[src/rtl/alu_pkg.sv]
// Shared mode codes and FSM state encoding for the accumulator ALU.
package alu_pkg;

  localparam logic [2:0] MODE_INC   = 3'd0;
  localparam logic [2:0] MODE_ADD   = 3'd1;
  localparam logic [2:0] MODE_SUB   = 3'd2;
  localparam logic [2:0] MODE_LOGIC = 3'd3;
  localparam logic [2:0] MODE_ROR   = 3'd4;
  localparam logic [2:0] MODE_SHL   = 3'd5;
  localparam logic [2:0] MODE_SHR   = 3'd6;
  localparam logic [2:0] MODE_MUL   = 3'd7;

  localparam logic [0:0] ST_IDLE = 1'b0;
  localparam logic [0:0] ST_MUL  = 1'b1;

endpackage

[src/rtl/shift_add_mult.sv]
// Iterative unsigned shift-add multiplier: one partial-product step per cycle, W steps.
// o_product presents the value the current step produces, so it is final while o_last is high.
module shift_add_mult #(
  parameter int unsigned W = 4
) (
  input  logic           i_clock,
  input  logic           i_reset,
  input  logic           i_load,
  input  logic [W-1:0]   i_multiplicand,
  input  logic [W-1:0]   i_multiplier,
  output logic [2*W-1:0] o_product,
  output logic           o_last
);

  localparam int unsigned CW = $clog2(W) + 1;

  logic [2*W-1:0] r_mcand;
  logic [W-1:0]   r_mplier;
  logic [2*W-1:0] r_prod;
  logic [CW-1:0]  r_cnt;
  logic           r_run;
  logic [2*W-1:0] w_next;

  assign w_next    = r_prod + (r_mplier[0] ? r_mcand : '0);
  assign o_product = w_next;
  assign o_last    = r_run && (r_cnt == CW'(W - 1));

  always_ff @(posedge i_clock or posedge i_reset) begin
    if (i_reset) begin
      r_mcand  <= '0;
      r_mplier <= '0;
      r_prod   <= '0;
      r_cnt    <= '0;
      r_run    <= 1'b0;
    end else if (i_load) begin
      r_mcand  <= {{W{1'b0}}, i_multiplicand};
      r_mplier <= i_multiplier;
      r_prod   <= '0;
      r_cnt    <= '0;
      r_run    <= 1'b1;
    end else if (r_run) begin
      r_prod   <= w_next;
      r_mcand  <= r_mcand << 1;
      r_mplier <= r_mplier >> 1;
      r_cnt    <= r_cnt + CW'(1);
      if (o_last) r_run <= 1'b0;
    end
  end

endmodule

[src/rtl/alu_accum.sv]
// Accumulator ALU: operand A against accumulator B, single-cycle ops plus iterative multiply.
// Define ALU_ACCUM_SAT_EN to make inc/add saturate high and sub saturate at zero.
module alu_accum
  import alu_pkg::*;
#(
  parameter int unsigned W = 4
) (
  input  logic           i_clock,
  input  logic           i_reset,
  input  logic           i_start,
  input  logic [2:0]     i_mode,
  input  logic [W-1:0]   i_a,
  input  logic           i_acc_clr,
  output logic [2*W-1:0] o_result,
  output logic [W-1:0]   o_acc,
  output logic           o_busy,
  output logic           o_done
);

`ifdef ALU_ACCUM_SAT_EN
  localparam bit SAT_EN = 1'b1;
`else
  localparam bit SAT_EN = 1'b0;
`endif

  logic [0:0]     r_state;
  logic [2*W-1:0] r_result;
  logic [W-1:0]   r_acc;
  logic           r_done;

  logic [W-1:0]   w_b;
  logic [W:0]     w_inc;
  logic [W:0]     w_add;
  logic [W:0]     w_sub;
  logic [2*W-1:0] w_alu;
  logic           w_accept;
  logic           w_load;
  logic [2*W-1:0] w_product;
  logic           w_last;

  // A clear accepted alongside start makes the operation see B = 0.
  assign w_b   = i_acc_clr ? '0 : r_acc;
  assign w_inc = {1'b0, i_a} + (W + 1)'(1);
  assign w_add = {1'b0, i_a} + {1'b0, w_b};
  assign w_sub = {1'b0, i_a} - {1'b0, w_b};

  always_comb begin
    w_alu = '0;
    case (i_mode)
      MODE_INC: begin
        if (SAT_EN && w_inc[W]) w_alu = {{W{1'b0}}, {W{1'b1}}};
        else                    w_alu = {{(W-1){1'b0}}, w_inc};
      end
      MODE_ADD: begin
        if (SAT_EN && w_add[W]) w_alu = {{W{1'b0}}, {W{1'b1}}};
        else                    w_alu = {{(W-1){1'b0}}, w_add};
      end
      MODE_SUB: begin
        if (SAT_EN && w_sub[W]) w_alu = '0;
        else                    w_alu = {{(W-1){1'b0}}, w_sub};
      end
      MODE_LOGIC: w_alu = {i_a | w_b, i_a ^ w_b};
      MODE_ROR:   w_alu = {{(2*W-1){1'b0}}, |{i_a, w_b}};
      MODE_SHL:   w_alu = {{W{1'b0}}, w_b} << i_a;
      MODE_SHR:   w_alu = {{W{1'b0}}, w_b >> i_a};
      default:    w_alu = '0;
    endcase
  end

  assign w_accept = i_start && (r_state == ST_IDLE);
  assign w_load   = w_accept && (i_mode == MODE_MUL);

  shift_add_mult #(
    .W(W)
  ) u_mult (
    .i_clock        (i_clock),
    .i_reset        (i_reset),
    .i_load         (w_load),
    .i_multiplicand (i_a),
    .i_multiplier   (w_b),
    .o_product      (w_product),
    .o_last         (w_last)
  );

  always_ff @(posedge i_clock or posedge i_reset) begin
    if (i_reset) begin
      r_state  <= ST_IDLE;
      r_result <= '0;
      r_acc    <= '0;
      r_done   <= 1'b0;
    end else begin
      r_done <= 1'b0;
      if (i_acc_clr) r_acc <= '0;
      // Completion write-back is placed after the clear so it takes priority.
      case (r_state)
        ST_IDLE: begin
          if (w_load) begin
            r_state <= ST_MUL;
          end else if (w_accept) begin
            r_result <= w_alu;
            r_acc    <= w_alu[W-1:0];
            r_done   <= 1'b1;
          end
        end
        ST_MUL: begin
          if (w_last) begin
            r_result <= w_product;
            r_acc    <= w_product[W-1:0];
            r_done   <= 1'b1;
            r_state  <= ST_IDLE;
          end
        end
        default: r_state <= ST_IDLE;
      endcase
    end
  end

  assign o_result = r_result;
  assign o_acc    = r_acc;
  assign o_busy   = (r_state == ST_MUL);
  assign o_done   = r_done;

endmodule

[config.mk]
export PLATFORM = sky130hd
export DESIGN_NAME = alu_accum
export DESIGN_NICKNAME = d
export VERILOG_FILES = /design/src/rtl/alu_pkg.sv /design/src/rtl/shift_add_mult.sv /design/src/rtl/alu_accum.sv
export SDC_FILE = /design/constraint.sdc
export NUM_CORES = 1
export LEC_CHECK = 0
export ABC_AREA = 1
export CORE_MARGIN = 3
export CORE_UTILIZATION = 52
export CTS_CLUSTER_SIZE = 20
export DETAILED_ROUTE_END_ITERATION = 6
export PLACE_DENSITY_LB_ADDON = 0.05
export SLEW_MARGIN = 5
export SYNTH_ARGS = -nofsm -noshare
export SYNTH_HDL_FRONTEND = slang
export SYNTH_SLANG_ARGS = --single-unit
[constraint.sdc]
create_clock -name i_clock -period 2.3 [get_ports i_clock]
set_clock_uncertainty 0.05 [all_clocks]
set_input_delay 0.46 -clock i_clock [delete_from_list [all_inputs] [get_ports i_clock]]
set_output_delay 0.46 -clock i_clock [all_outputs]
set_load 0.02 [all_outputs]
==> impl_metrics.ini, run 1 <==
[status]
status = complete, no violations

[power]
power_frac_comb_pct = 46.1
switching_share_pct = 40.20
powerDensity_nw_per_um2 = 894.9
vdd_ir_drop_max_v = 0.0008741
power.switching_w = 0.001302
p_clk_share_pct = 21.3
p_seq_share_pct = 32.6
intPower_w = 0.001937
power.total_w = 0.003239
p_leak_nw = 1.916

[critical_path]
critical-path-top-delay-family = simple AND/OR/NAND/NOR gates
critPathMaxStageDelay_ns = 0.40
slowest_stage = dfrtp_1
cp_common_cell = nand3_1
cp-start-kind = register
critPathKind = reg -> reg
critical_path_buf_inv_count = 2
crit_fanout = 3
crit_required_ns = 2.43
cp_cell_sequence = nand2_4 -> buf_4 -> nand3_1 -> a21oi_1 -> a311oi_2 -> ha_1 -> buf_4 -> nand3b_1 -> nand3_1 -> nand3_1 -> a21oi_1 -> nor2_1
cp.arrival_ns = 2.37
crit_path_end_kind = register

[route]
wl_um = 7648
routedWlPerCell_um = 14.38
ant_nets = 0
firstDrtPassIters = 6
drt_iter0_markers = 240
via_per_inst = 5.368
drc_errors = 0
num_vias = 2856

[floorplan]
start_util_pct = 54.36
pin_count = 25
rows = 26
die_area_um2 = 6288
die_h_um = 79.30
core_area_um2 = 5140
die_width_um = 79.30

[global_routing]
antenna_found_initial = 0
grt_pass1_vias = 2609
grtUsageTotal_pct = 25.47
grt_pass1_wl_um = 12530
grt_max_degree = 39
grt_overflow_total = 0

[timing]
hold_slack_ns = 0.4369
setup_violations = 0
hold_viol_final = 0
fin_crit_sh_pct = 97.20
finalMaxSlewViolations = 0
min_period_ns = 2.236
slew-limit-headroom_pct = 67.54
finalSetupTns_ns = 0
tightest_slew_ns = 0.4870
rsz0062_at_grt = yes
max_freq_ghz = 0.4473

[logic_synthesis]
synthCells = 393
ys_ff_latch = 38
ys_warn_count = 0
syn_avg_cell_area_um2 = 7.109
synth.most_common_cell = nand2_1
synth.area.top_cells = dfrtp_1 34%, nand2_1 17%, ha_1 9.0%
synth.distinct_cells = 34
ys.flop_type = dfrtp_1
syn-num-nets = 426
synth_common_cells = 127 x nand2_1, 42 x inv_1, 38 x dfrtp_1
syn_area_um2 = 2794
synth_top_area_share_pct = 34.03
synth_edf_count = 0
synth_top_cell_by_area = dfrtp_1
synthArstFlopShare_pct = 100.0
ys_seq_area_share_pct = 34.03

[clock_tree]
clock_sinks = 38
htree_levels = 2
numCtsBuffers = 5
clk_pin_slew_ns = 0.08
clock-root-buffer = clkbuf_8
hold_buffers = 0
cts_max_path_buffers = 2
clock_latency_ns = 0.29
cts_tree = built

[cells_and_area]
drive_above_1_share_pct = 22.73
stdcell_count = 532
nets = 494
fillers = 467
diodes = 0
multi_input_area_um2 = 1677
area_growth_pct = 29.56
seq_area_um2 = 950.9

[job]
cap_viol_max_count = 0

[hold_path]
hold_class = reg -> reg

[place]
place_congestion = 0.9784
dpl.hpwl_um = 5942
portBuffers = 24
placed_cells = 518
-- registers in the layout (all words and copies together) (netlist names) --
register,cells
u_mult.r_mcand,8
u_mult.r_run,1
o_done,1
u_mult.r_cnt,3
u_mult.r_prod,8
u_mult.r_mplier,4
o_result,8
o_acc,4
o_busy,1
-- timing repair --
| item | in CTS | in global routing |
|---|---|---|
| setup buffers | 2 | 4 |
| gates resized for setup | 10 | 32 |
| endpoints found under the setup margin | 7 | 7 |
| pin swaps | 4 | 15 |
-- cell usage in the layout (no fill, tap or decap), types with 2 or more instances in the layout --
cell type	netlist	layout
nand2_1	127	118
buf_4	1	45
inv_1	42	40
dfrtp_1	38	38
nand3_1	31	30
nor2_1	29	25
clkdlybuf4s50_1	0	20
ha_1	20	18
a21oi_1	19	15
inv_2	11	11
nand2_2	1	9
o21ai_1	7	8
nor2_2	4	6
nand4_1	6	6
o21ai_0	9	6
o22ai_1	6	6
o221ai_1	5	5
clkbuf_8	0	5
nand3b_1	4	4
or2_2	4	4
a21oi_2	0	4
xor2_1	3	3
o21ai_2	1	3
nor2_4	1	3
o211ai_1	3	3
clkbuf_2	0	3
a22o_1	2	2
nor3_1	2	2
inv_4	0	2
o21bai_1	2	2
or2_1	2	2
bufinv_16	0	2
-- cells by family (layout without fill, tap and decap cells) --
| logic type | after synthesis | after routing | share of synthesized area (%) |
|---|---|---|---|
| compound gates | 58 | 58 | 12.99 |
| xor+xnor | 3 | 3 | 0.9406 |
| flops | 38 | 38 | 34.03 |
| simple gates | 211 | 211 | 32.15 |
| buf+inv | 61 | 130 | 9.494 |
| fa+ha+maj | 22 | 22 | 10.39 |
-- routing by layer --
metal	vias to the layer above	share of wire, %	routed length [µm]	GRT usage, %
met3	8	6.5	496	4.082
met2	101	46	3504	40.66
li1	1416	-	-	-
met4	0	1.2	93	4.811
met5	-	0	0	0
met1	1331	46	3554	36.74
-- per-stage QoR --
| stage | area (µm²) | util (%) | setup WS (ns) |
|---|---|---|---|
| final | 3620 | 70.42 | 0.06430 |
| after global routing | 3620 | 70.42 | -0.03828 |
| after CTS | 3517 | 68.43 | 0.0001590 |
| after detailed placement | 3361 | 65.38 | -0.5669 |
| after global placement | 3361 | 65.38 | -0.5513 |
| after floorplan | 2806 | - | 0.01013 |
-- power by group through the flow --
stage / registers [W] / clock network (W) / logic (W)
after global routing: 0.00108 / 0.000725 / 0.00165
after detailed placement: 0.00106 / 0 / 0.00143
final: 0.00105 / 0.000690 / 0.00149
after global placement: 0.00106 / 0 / 0.00140
after floorplan: 0.00112 / 0 / 0.000829
after CTS: 0.00105 / 0.000694 / 0.00144
-- final cells by class --
cell class	instances	share of cell area, %
timing repair buffer	69	15.55
multi-input combinational	294	46.32
clock buffer	5	1.901
sequential	38	26.27
clock inverter	3	1.901
inverter	53	5.634
tap	70	2.420
-- worst paths after layout --
kind                                  from                end  slack [ns]  cells after the start
max reg2reg                       o_acc[0]        o_result[3]        0.06                     12
max in group asynchronous          i_reset        o_result[2]        1.33                      3
min                        u_mult.r_cnt[0]    u_mult.r_cnt[0]        0.44                      1
min reg2reg                u_mult.r_cnt[0]    u_mult.r_cnt[0]        0.44                      1
min in group asynchronous          i_reset  u_mult.r_mcand[0]        0.54                      3
max                               o_acc[0]        o_result[3]        0.06                     12
No activity file was read; power rests on OpenSTA's default activity.
==> inputs of run 2 (changes only) <==
- GPL_TIMING_DRIVEN: unset -> 0
==> impl_metrics.ini, run 2 (same netlist as run 1, synthesis figures left out) <==
[cells_and_area]
final_cell_mix = 115 x nand2_1, 39 x inv_1, 36 x dfrtp_1
area_growth_pct = 23.78
stdcell_count = 504
nets = 466
diodes = 0
fillers = 475
final_common_cell = nand2_1
drive_above_1_share_pct = 20.05
stdcell_area_um2 = 3458

[global_routing]
grt_overflow_total = 0
grtUsageTotal_pct = 24.81
grt_pass1_wl_um = 12080
grt_pass1_vias = 2508
antenna_found_initial = 0
grt_max_degree = 39

[route]
wl_met1_um = 3563
dr_wl_met3_um = 413
ant_nets = 0
firstDrtPassIters = 6
via_per_inst = 5.446
num_vias = 2745
drt_iter0_markers = 227
route.met2.wl_um = 3362
highest_layer = met4
drc_errors = 0
routedWlPerCell_um = 14.77
wl_um = 7446

[critical_path]
cp-start-kind = register
critical_path_buf_inv_count = 1
cp_cell_sequence = nand2_8 -> ha_4 -> inv_2 -> o21ai_1 -> a21oi_1 -> nor2_1 -> ha_4 -> or2_4 -> nand3_2 -> nand2_2 -> nor2_1 -> nand2_1 -> a21oi_2 -> nor2_1
cp_common_cell = nor2_1
crit_required_ns = 2.44
crit_path_end_kind = register
critPathMaxStageDelay_ns = 0.45
slowest_stage = dfrtp_2
cp.arrival_ns = 2.34
critPathKind = reg -> reg
critical-path-top-delay-family = simple AND/OR/NAND/NOR gates
crit_fanout = 5

[clock_tree]
cts_max_path_buffers = 2
cts_tree = built
clk_pin_slew_ns = 0.08
clock-root-buffer = clkbuf_8
numCtsBuffers = 5
clock_sinks = 38
htree_levels = 2
clock_latency_ns = 0.30
hold_buffers = 0

[place]
dpl_cell_area_um2 = 3134
place_congestion = 0.9106
placed_cells = 487
portBuffers = 24
dpl.hpwl_um = 5294

[floorplan]
start_util_pct = 54.36
core_area_um2 = 5140
die_width_um = 79.30
rows = 26
die_h_um = 79.30
die_area_um2 = 6288
pin_count = 25

[timing]
fin_crit_sh_pct = 95.79
finalMaxSlewViolations = 0
slew-limit-headroom_pct = 48.05
max_freq_ghz = 0.4539
setup_violations = 0
min_period_ns = 2.203
tightest_slew_ns = 0.7781
hold_viol_final = 0
finalSetupTns_ns = 0

[job]
cap_viol_max_count = 0

[power]
powerDensity_nw_per_um2 = 901.3
power.total_w = 0.003117
vdd_ir_drop_max_v = 0.0007438
p_leak_nw = 1.795

[status]
status = complete, no violations

[hold_path]
hold_class = reg -> reg
-- run 2: through the flow --
step / hold WS, ns / util [%] / worst slack (ns)
after floorplan: 0.4048 / - / 0.01013
after CTS: 0.4350 / 65.26 / -0.02769
after global routing: 0.4640 / 67.28 / -0.008211
after global placement: 0.4111 / 60.98 / -0.7244
final: 0.4318 / 67.28 / 0.09676
after detailed placement: 0.4145 / 60.98 / -0.7479
-- run 2: repair_timing --
item	CTS	global route
setup endpoints to repair	7	7
pin swaps	8	16
buffers inserted	5	4
resized for setup	28	34
-- run 2: final timing paths --
check / from / to / slack [ns] / cells past startpoint
max in group asynchronous: i_reset / o_acc[1] / 1.10 / 2
worst min register to register: o_result[6] / o_result[6] / 0.43 / 2
worst max-delay path: o_acc[0] / o_result[2] / 0.1 / 14
worst max register to register: o_acc[0] / o_result[2] / 0.1 / 14
worst min-delay path: o_result[6] / o_result[6] / 0.43 / 2
min in group asynchronous: i_reset / u_mult.r_cnt[1] / 0.57 / 2
-- run 2: power breakdown --
part / internal, W / switching, W / total, W / leakage [nW]
logic: 0.000597 / 0.000908 / 0.00150 / 1.24
clock network: 0.000323 / 0.000255 / 0.000577 / 0.0504
registers: 0.000893 / 0.000142 / 0.00103 / 0.502
total: 0.00181 / 0.00130 / 0.00312 / 1.79
-- run 2: worst min-delay path: cells and delay by family (launching register included) --
family,cells,cell delay [ns]
flip-flops,1,0.35
AND/OR/NAND/NOR,2,0.10
-- run 2: metal layers --
| metal | global-route usage (%) | vias to the layer above |
|---|---|---|
| li1 | - | 1361 |
| met1 | 35.06 | 1282 |
| met2 | 38.30 | 93 |
| met3 | 5.556 | 9 |
| met4 | 6.701 | 0 |
| met5 | 0 | - |
-- run 2: layout make-up --
type	instances	area, µm²	area share, %
multi-input combinational	294	1743	50.40
sequential	38	953.4	27.57
timing repair buffer	33	290.3	8.394
inverter	53	203.9	5.897
tap	70	87.58	2.533
clock buffer	5	68.82	1.990
buffer	8	66.31	1.918
clock inverter	3	45.04	1.302
